**config.mk**
```make
export PLATFORM = sky130hd
export DESIGN_NAME = gpio_defaults_loader
export DESIGN_NICKNAME = d
export VERILOG_FILES = /design/src/rtl/gpio_defaults_pkg.sv /design/src/rtl/gpio_defaults_loader_shifter.sv /design/src/rtl/gpio_defaults_loader.sv
export SDC_FILE = /design/constraint.sdc
export NUM_CORES = 1
export LEC_CHECK = 0
export CAP_MARGIN = 20
export CELL_PAD_IN_SITES_DETAIL_PLACEMENT = 0
export CELL_PAD_IN_SITES_GLOBAL_PLACEMENT = 1
export CORE_ASPECT_RATIO = 0.5
export CORE_MARGIN = 2
export CORE_UTILIZATION = 36
export DETAILED_ROUTE_END_ITERATION = 10
export GPL_ROUTABILITY_DRIVEN = 0
export PLACE_DENSITY = 0.8
export SKIP_LAST_GASP = 1
export SLEW_MARGIN = 20
export SYNTH_ARGS = -nofsm -noshare
export SYNTH_HDL_FRONTEND = slang
export SYNTH_HIERARCHICAL = 1
export SYNTH_SLANG_ARGS = --single-unit
```
**constraint.sdc**
```tcl
create_clock -name clk -period 5 [get_ports clk]
set_input_delay 0.5 -clock clk [delete_from_list [all_inputs] [get_ports clk]]
set_output_delay 0.5 -clock clk [all_outputs]
set_load 0.05 [all_outputs]
```
**src/rtl/gpio_defaults_pkg.sv**
```systemverilog
// gpio_defaults_pkg
// Shared definitions for the GPIO defaults loader:
//   - gpio_state_e                 : loader FSM state encoding
//   - CFG_WIDTH_DEFAULT            : width of one pad configuration word
//   - GPIO_CFG_USER_INPUT_NOPULL   : power-on word (user input, no pull)
package gpio_defaults_pkg;

    typedef enum logic [1:0] {
        IDLE  = 2'd0,
        SHIFT = 2'd1,
        LOAD  = 2'd2,
        DONE  = 2'd3
    } gpio_state_e;

    localparam int          CFG_WIDTH_DEFAULT          = 13;
    localparam logic [12:0] GPIO_CFG_USER_INPUT_NOPULL = 13'h0402;

endpackage

```
**src/rtl/gpio_defaults_loader_shifter.sv**
```systemverilog
// gpio_serial_shifter
// Phase/bit/channel counters and serial_clock/serial_data generation for the
// GPIO defaults chain. Channel NUM_GPIO-1 goes out first, each word MSB first.
// Every bit spends CLK_DIV cycles with serial_clock low, then CLK_DIV cycles
// with serial_clock high, with serial_data held across both phases.
//
// Ports:
//   clk, resetn   : clock, asynchronous active-low reset
//   init          : preload counters for a new stream (issued from IDLE)
//   active        : phase counter runs (SHIFT or LOAD)
//   shifting      : bit/channel counters advance and serial outputs are live
//   words         : flat configuration words, channel i at [i*CFG_WIDTH +: CFG_WIDTH]
//   serial_clock  : chain shift clock
//   serial_data   : chain shift data
//   phase_last    : phase counter is in the last cycle of its phase
//   shift_last    : final cycle of the final bit of the stream
module gpio_serial_shifter #(
    parameter int NUM_GPIO  = 38,
    parameter int CFG_WIDTH = 13,
    parameter int CLK_DIV   = 2
) (
    input  logic                          clk,
    input  logic                          resetn,
    input  logic                          init,
    input  logic                          active,
    input  logic                          shifting,
    input  logic [NUM_GPIO*CFG_WIDTH-1:0] words,
    output logic                          serial_clock,
    output logic                          serial_data,
    output logic                          phase_last,
    output logic                          shift_last
);

    localparam int PH_W  = $clog2(CLK_DIV + 1);
    localparam int BIT_W = (CFG_WIDTH > 1) ? $clog2(CFG_WIDTH) : 1;
    localparam int CH_W  = (NUM_GPIO > 1) ? $clog2(NUM_GPIO) : 1;

    localparam logic [PH_W-1:0]  PH_LAST = PH_W'(CLK_DIV - 1);
    localparam logic [BIT_W-1:0] BIT_TOP = BIT_W'(CFG_WIDTH - 1);
    localparam logic [CH_W-1:0]  CH_TOP  = CH_W'(NUM_GPIO - 1);

    logic [PH_W-1:0]      phase_cnt;
    logic                 high_q;      // 0: serial_clock low phase, 1: high phase
    logic [BIT_W-1:0]     bit_cnt;
    logic [CH_W-1:0]      ch_cnt;
    logic [CFG_WIDTH-1:0] word;
    logic                 bit_done;

    assign phase_last = (phase_cnt == PH_LAST);
    assign bit_done   = shifting && phase_last && high_q;
    assign shift_last = bit_done && (bit_cnt == '0) && (ch_cnt == '0);

    always_ff @(posedge clk or negedge resetn) begin
        if (!resetn) begin
            phase_cnt <= '0;
            high_q    <= 1'b0;
            bit_cnt   <= '0;
            ch_cnt    <= '0;
        end else if (init) begin
            phase_cnt <= '0;
            high_q    <= 1'b0;
            bit_cnt   <= BIT_TOP;
            ch_cnt    <= CH_TOP;
        end else if (active) begin
            // The phase counter also times the LOAD strobe, so it keeps
            // running outside SHIFT.
            phase_cnt <= phase_last ? '0 : phase_cnt + PH_W'(1);
            if (shifting && phase_last) begin
                high_q <= !high_q;
                if (high_q) begin
                    if (bit_cnt != '0) begin
                        bit_cnt <= bit_cnt - BIT_W'(1);
                    end else if (ch_cnt != '0) begin
                        bit_cnt <= BIT_TOP;
                        ch_cnt  <= ch_cnt - CH_W'(1);
                    end
                end
            end
        end
    end

    always_comb begin
        word = '0;
        for (int c = 0; c < NUM_GPIO; c++) begin
            if (ch_cnt == CH_W'(c)) begin
                word = words[c*CFG_WIDTH +: CFG_WIDTH];
            end
        end
    end

    assign serial_clock = shifting && high_q;
    assign serial_data  = shifting && word[bit_cnt];

endmodule

```
**src/rtl/gpio_defaults_loader.sv**
```systemverilog
// gpio_defaults_loader
// Holds the power-on configuration words of NUM_GPIO pads and shifts them
// serially into the gpio_control_block chain, followed by a latch strobe.
// Words can be overridden at runtime through a single-word write port.
//
// Build option: GPIO_DEFAULTS_AUTOLOAD_EN -- when defined, the first cycle
// after resetn deasserts acts as an internal start (once per reset release).
//
// Ports:
//   clk, resetn    : clock, asynchronous active-low reset
//   start          : request a full chain load (honoured in IDLE only)
//   busy           : high in SHIFT and LOAD
//   done           : one-cycle pulse when a load completes
//   serial_clock   : chain shift clock
//   serial_data    : chain shift data
//   serial_load    : chain latch strobe
//   ovr_we         : override write request
//   ovr_idx        : override target channel
//   ovr_data       : override word
//   ovr_ack        : one-cycle write acknowledge
//   ovr_err        : pulses with ovr_ack when ovr_idx is out of range
//   gpio_defaults  : current stored words, flat
module gpio_defaults_loader
    import gpio_defaults_pkg::*;
#(
    parameter int NUM_GPIO  = 38,
    parameter int CFG_WIDTH = CFG_WIDTH_DEFAULT,
    parameter logic [NUM_GPIO*CFG_WIDTH-1:0] GPIO_CONFIG_INIT =
        {NUM_GPIO{CFG_WIDTH'(GPIO_CFG_USER_INPUT_NOPULL)}},
    parameter int CLK_DIV   = 2,
    localparam int IDX_W    = (NUM_GPIO > 1) ? $clog2(NUM_GPIO) : 1
) (
    input  logic                          clk,
    input  logic                          resetn,
    input  logic                          start,
    output logic                          busy,
    output logic                          done,
    output logic                          serial_clock,
    output logic                          serial_data,
    output logic                          serial_load,
    input  logic                          ovr_we,
    input  logic [IDX_W-1:0]              ovr_idx,
    input  logic [CFG_WIDTH-1:0]          ovr_data,
    output logic                          ovr_ack,
    output logic                          ovr_err,
    output logic [NUM_GPIO*CFG_WIDTH-1:0] gpio_defaults
);

    // Loader FSM state; kept as a named signal so checkers can bind to it.
    gpio_state_e state_q, state_d;

    logic [NUM_GPIO*CFG_WIDTH-1:0] defaults_q;
    logic ovr_ack_q, ovr_err_q;
    logic start_eff;
    logic shift_init;
    logic ovr_accept, ovr_bad;
    logic sh_active, sh_shifting, sh_phase_last, sh_shift_last;

`ifdef GPIO_DEFAULTS_AUTOLOAD_EN
    // High only in the first cycle after reset release.
    logic autoload_q;
    always_ff @(posedge clk or negedge resetn) begin
        if (!resetn) autoload_q <= 1'b1;
        else         autoload_q <= 1'b0;
    end
    assign start_eff = start | autoload_q;
`else
    assign start_eff = start;
`endif

    // Override handshake: the requester raises ovr_we with ovr_idx/ovr_data
    // and holds all three until ovr_ack. A write is taken only in IDLE; the
    // cycle carrying ovr_ack never takes another, so a held request that the
    // requester drops on seeing the ack commits exactly once.
    assign ovr_bad    = ({1'b0, ovr_idx} >= (IDX_W + 1)'(NUM_GPIO));
    assign ovr_accept = ovr_we && (state_q == IDLE) && !ovr_ack_q;

    // Writes are only taken in IDLE, so the stored words cannot move while a
    // stream is in flight; a write coinciding with start lands first.
    always_ff @(posedge clk or negedge resetn) begin
        if (!resetn) begin
            defaults_q <= GPIO_CONFIG_INIT;
        end else if (ovr_accept && !ovr_bad) begin
            for (int i = 0; i < NUM_GPIO; i++) begin
                if (ovr_idx == IDX_W'(i)) begin
                    defaults_q[i*CFG_WIDTH +: CFG_WIDTH] <= ovr_data;
                end
            end
        end
    end

    always_ff @(posedge clk or negedge resetn) begin
        if (!resetn) begin
            ovr_ack_q <= 1'b0;
            ovr_err_q <= 1'b0;
        end else begin
            ovr_ack_q <= ovr_accept;
            ovr_err_q <= ovr_accept && ovr_bad;
        end
    end

    always_ff @(posedge clk or negedge resetn) begin
        if (!resetn) state_q <= IDLE;
        else         state_q <= state_d;
    end

    always_comb begin
        state_d = state_q;
        case (state_q)
            IDLE:    if (start_eff)     state_d = SHIFT;
            SHIFT:   if (sh_shift_last) state_d = LOAD;
            LOAD:    if (sh_phase_last) state_d = DONE;
            DONE:                       state_d = IDLE;
            default:                    state_d = IDLE;
        endcase
    end

    assign shift_init  = (state_q == IDLE) && start_eff;
    assign sh_active   = (state_q == SHIFT) || (state_q == LOAD);
    assign sh_shifting = (state_q == SHIFT);

    gpio_serial_shifter #(
        .NUM_GPIO  (NUM_GPIO),
        .CFG_WIDTH (CFG_WIDTH),
        .CLK_DIV   (CLK_DIV)
    ) u_shifter (
        .clk          (clk),
        .resetn       (resetn),
        .init         (shift_init),
        .active       (sh_active),
        .shifting     (sh_shifting),
        .words        (defaults_q),
        .serial_clock (serial_clock),
        .serial_data  (serial_data),
        .phase_last   (sh_phase_last),
        .shift_last   (sh_shift_last)
    );

    // Outputs decode directly from state so an asynchronous reset clears
    // them immediately and never lets a partial chain latch.
    assign busy          = sh_active;
    assign done          = (state_q == DONE);
    assign serial_load   = (state_q == LOAD);
    assign ovr_ack       = ovr_ack_q;
    assign ovr_err       = ovr_err_q;
    assign gpio_defaults = defaults_q;

endmodule

```
==> flow_metrics.env <==
export IMPL_run_status="finished, violations left"
export IMPL_violations="setup timing"
export IMPL_syn_nets=2179
export IMPL_die_w_um=378.9
export IMPL_p_clk_frac=0.293
export IMPL_final_area_um2=33750
export IMPL_cts_path_max_buffers=3
export IMPL_use_met2=0.5235
export IMPL_slowest_stage="and2_1"
export IMPL_timing_final_setup_violations=1
export IMPL_endpoint_kind="output port"
export IMPL_ys_types=94
export IMPL_multi_input_area_um2=11810
export IMPL_path_clk_slew_ns=0.07
export IMPL_finalNonFillerCells=3639
export IMPL_power_leakage_nw=14.84
export IMPL_synthDominantCellAreaShare=0.4302
export IMPL_powerDensity_nw_per_um2=396.6
export IMPL_fin_worst_skew_ns=0.02189
export IMPL_use_met1=0.3780
export IMPL_synth_top_cell_by_area="dfrtp_1"
export IMPL_synth_avg_cell_area_um2=11.79
export IMPL_synth_compound_area_share=0.1242
export IMPL_worstSetupPathType="reg -> out"
export IMPL_placed_area_um2=31810
export IMPL_remaining_drc_errors=0
export IMPL_clkSinkCount=511
export IMPL_synth_simple_gate_area_share=0.1021
export IMPL_wl_mm=119.3
export IMPL_max_stage_delay_ns=0.63
export IMPL_crit_required_ns=4.50
export IMPL_die_h_um=191.5
export IMPL_drv_cap=0
export IMPL_critical_path_arrival_ns=4.57
export IMPL_die_area_um2=72550
export IMPL_synth_xor_area_frac=0.003115
export IMPL_synth_top_cells_by_area="dfrtp_1, mux2_2, dfstp_2"
export IMPL_synth_ff_type="dfrtp_1"
export IMPL_antenna_found_initial=2
export IMPL_peakVddDrop_uv=282.0
export IMPL_max_slew_margin=0.2585
export IMPL_ys_warnings_count=6
export IMPL_dp_final_hpwl_mm=89.21
export IMPL_start_util=0.3654
export IMPL_synth_fa_ha_area_frac=0.004945
export IMPL_first_pass_iters=9
export IMPL_drive_gt1_frac=0.3123
export IMPL_p_comb_frac=0.298
export IMPL_muxShareOfSynthArea=0.2211
export IMPL_grt_pass1_vias=22510
export IMPL_htreeDepth=2
export IMPL_cts_tree="yes"
export IMPL_fin_nets=2689
export IMPL_drtAntennaViolNets=0
export IMPL_n_fill_cell=6288
export IMPL_clk_latency_ns=0.59
export IMPL_avgViaCountPerCell=6.317
export IMPL_synth_edff_count=0
export IMPL_grt_pass1_wl_mm=166.9
export IMPL_p_sw_frac=0.3807
export IMPL_grt_usage=0.3181
export IMPL_cp_max_fo=8
export IMPL_synth_cells=2146
export IMPL_row_count=68
export IMPL_core_um2=69260
export IMPL_vias=22990
export IMPL_area_growth_pct=33.37
export IMPL_hold_path_class="reg -> reg"
export IMPL_synth_seq_cells=511
export IMPL_startpoint_type="flip-flop"
export IMPL_p_switching_mw=5.096
export IMPL_mappedNetlistArea_um2=25300
export IMPL_yosysSeqAreaShare=0.5091
export IMPL_synthTopCellsByCount="mux2_2, dfrtp_1, nand2_1, nor2_1, clkbuf_1"
export IMPL_grt_max_degree=138
export IMPL_hold_viol_final=0
export IMPL_worstMarginPinSlew_ns=1.109
export IMPL_grt_busiest_layer="met2"
export IMPL_seqPwrFrac=0.409
export IMPL_post_route_period_util=1.013
export IMPL_wl_per_cell_um=32.77
export IMPL_yosys_cell_count_top_type="mux2_2"
export IMPL_io_buffers=523
export IMPL_crit_chain="inv_1 -> ha_1 -> and2_1 -> nand2_1 -> nor2_2 -> a221oi_1 -> o311ai_0 -> a211oi_1 -> o31ai_1 -> o211ai_1 -> a32oi_2 -> buf_12"
export IMPL_drtIter0Drc=3152
export IMPL_dp_cells=3542
export IMPL_tns_ns=-0.06620
export IMPL_synth_top_family_by_area="multiplexers"
export IMPL_register_area_um2=12890
export IMPL_io_pins=524
export IMPL_synth_async_sr_flop_share=1.000
export IMPL_root_buffer="clkbuf_16"
export IMPL_p_int_mw=8.288
export IMPL_r2r_setup_slack_ns=2.01
export IMPL_drv_slew=0
export IMPL_max_freq_mhz=197.4
export IMPL_grt_overflow=0
export IMPL_grt_use_met3=0.09384
export IMPL_numCtsBuffers=47
export IMPL_fin_crit_ns=5.066
export IMPL_worst_slack_ns=-0.06620
[metrics by stage]
step	power (mW)	setup slack, ns	utilization	hold slack [ns]
after floorplan	7.701	1.001	-	0.2044
final	13.38	-0.06620	0.4873	0.5102
after CTS	13.36	0.001272	0.4841	0.5031
after detailed placement	9.493	0.07538	0.4593	0.4949
after global routing	13.69	-0.0007101	0.4872	0.5473
after global placement	9.449	-0.5553	0.4588	0.4737
[flip-flops by register name, indices dropped and copies added (netlist names)]
signal	cells
gpio_defaults	494
u_shifter/ch_cnt	6
u_shifter/bit_cnt	4
state_q	2
u_shifter/phase_cnt	2
ovr_ack	1
ovr_err	1
u_shifter/high_q	1
[cell families (layout without fill, tap and decap cells)]
group	count (synthesis)	in the layout
and+or+nand+nor	495	495
DFF	511	511
AOI/OAI and AO/OA	427	427
xor gates and xnor gates	9	9
other	0	1
adders and majority gates	10	10
muxes	497	497
buffers and inverters	197	744
[placed cells by master, fill, tap and decap left out, drive strengths merged, types with 24 or more instances in the layout]
| cell type | instances |
|---|---|
| a21oi | 66 |
| a221oi | 40 |
| buf | 119 |
| clkbuf | 67 |
| clkdlybuf4s50 | 517 |
| dfrtp | 435 |
| dfstp | 76 |
| mux2 | 495 |
| nand2 | 117 |
| nand3 | 65 |
| nor2 | 125 |
| nor3 | 45 |
| o211ai | 24 |
| o21ai | 52 |
| o221ai | 26 |
| o22ai | 42 |
[routing by layer]
layer,vias to the layer above,part of all wire
li1,9096,-
met1,11900,0.36
met2,1528,0.48
met3,466,0.11
met4,0,0.061
met5,-,0
[area by class of cell]
class,instances,share of cell area
Antenna cell,1,0.00007415
Sequential cell,511,0.3820
Multi-Input combinational cell,1438,0.3499
Tap cell,945,0.03504
Clock buffer,66,0.03964
Inverter,19,0.002113
Clock inverter,20,0.008936
Timing Repair Buffer,639,0.1823
[worst max-delay path, delay by kind of cell, from the launching register on]
family | cells | cell delay (ns)
buffers and inverters | 2 | 0.39
and+or+nand+nor | 3 | 1.51
DFF | 1 | 0.41
adders and majority gates | 1 | 0.23
AOI/OAI and AO/OA | 6 | 1.41
[power groups by stage]
stage,clock [mW],sequential [mW],combinational (mW)
after floorplan,0,6.86,0.843
after global placement,0,5.50,3.95
after detailed placement,0,5.51,3.99
after CTS,3.92,5.44,4.00
after global routing,4.10,5.48,4.11
final,3.92,5.47,3.98
[timing repair]
| item | in CTS | in global routing |
|---|---|---|
| buffers inserted | 2 | 4 |
| pin swaps | 1 | 2 |
| endpoints found under the setup margin | 1 | 1 |
| endpoints found under the hold margin | 4 | 0 |
| hold buffers | 1 | 0 |
| gates resized for setup | 16 | 42 |
[worst paths after layout]
kind,start,to,cells after the start
min,u_shifter/phase_cnt[0],u_shifter/phase_cnt[1],1
max reg2reg,state_q[0],gpio_defaults[280],6
min reg2reg,u_shifter/phase_cnt[0],u_shifter/phase_cnt[1],1
max,u_shifter/ch_cnt[0],serial_data,12
max in group asynchronous,resetn,gpio_defaults[155],3
min in group asynchronous,resetn,gpio_defaults[422],2
Power figures use the tool's default switching activity.
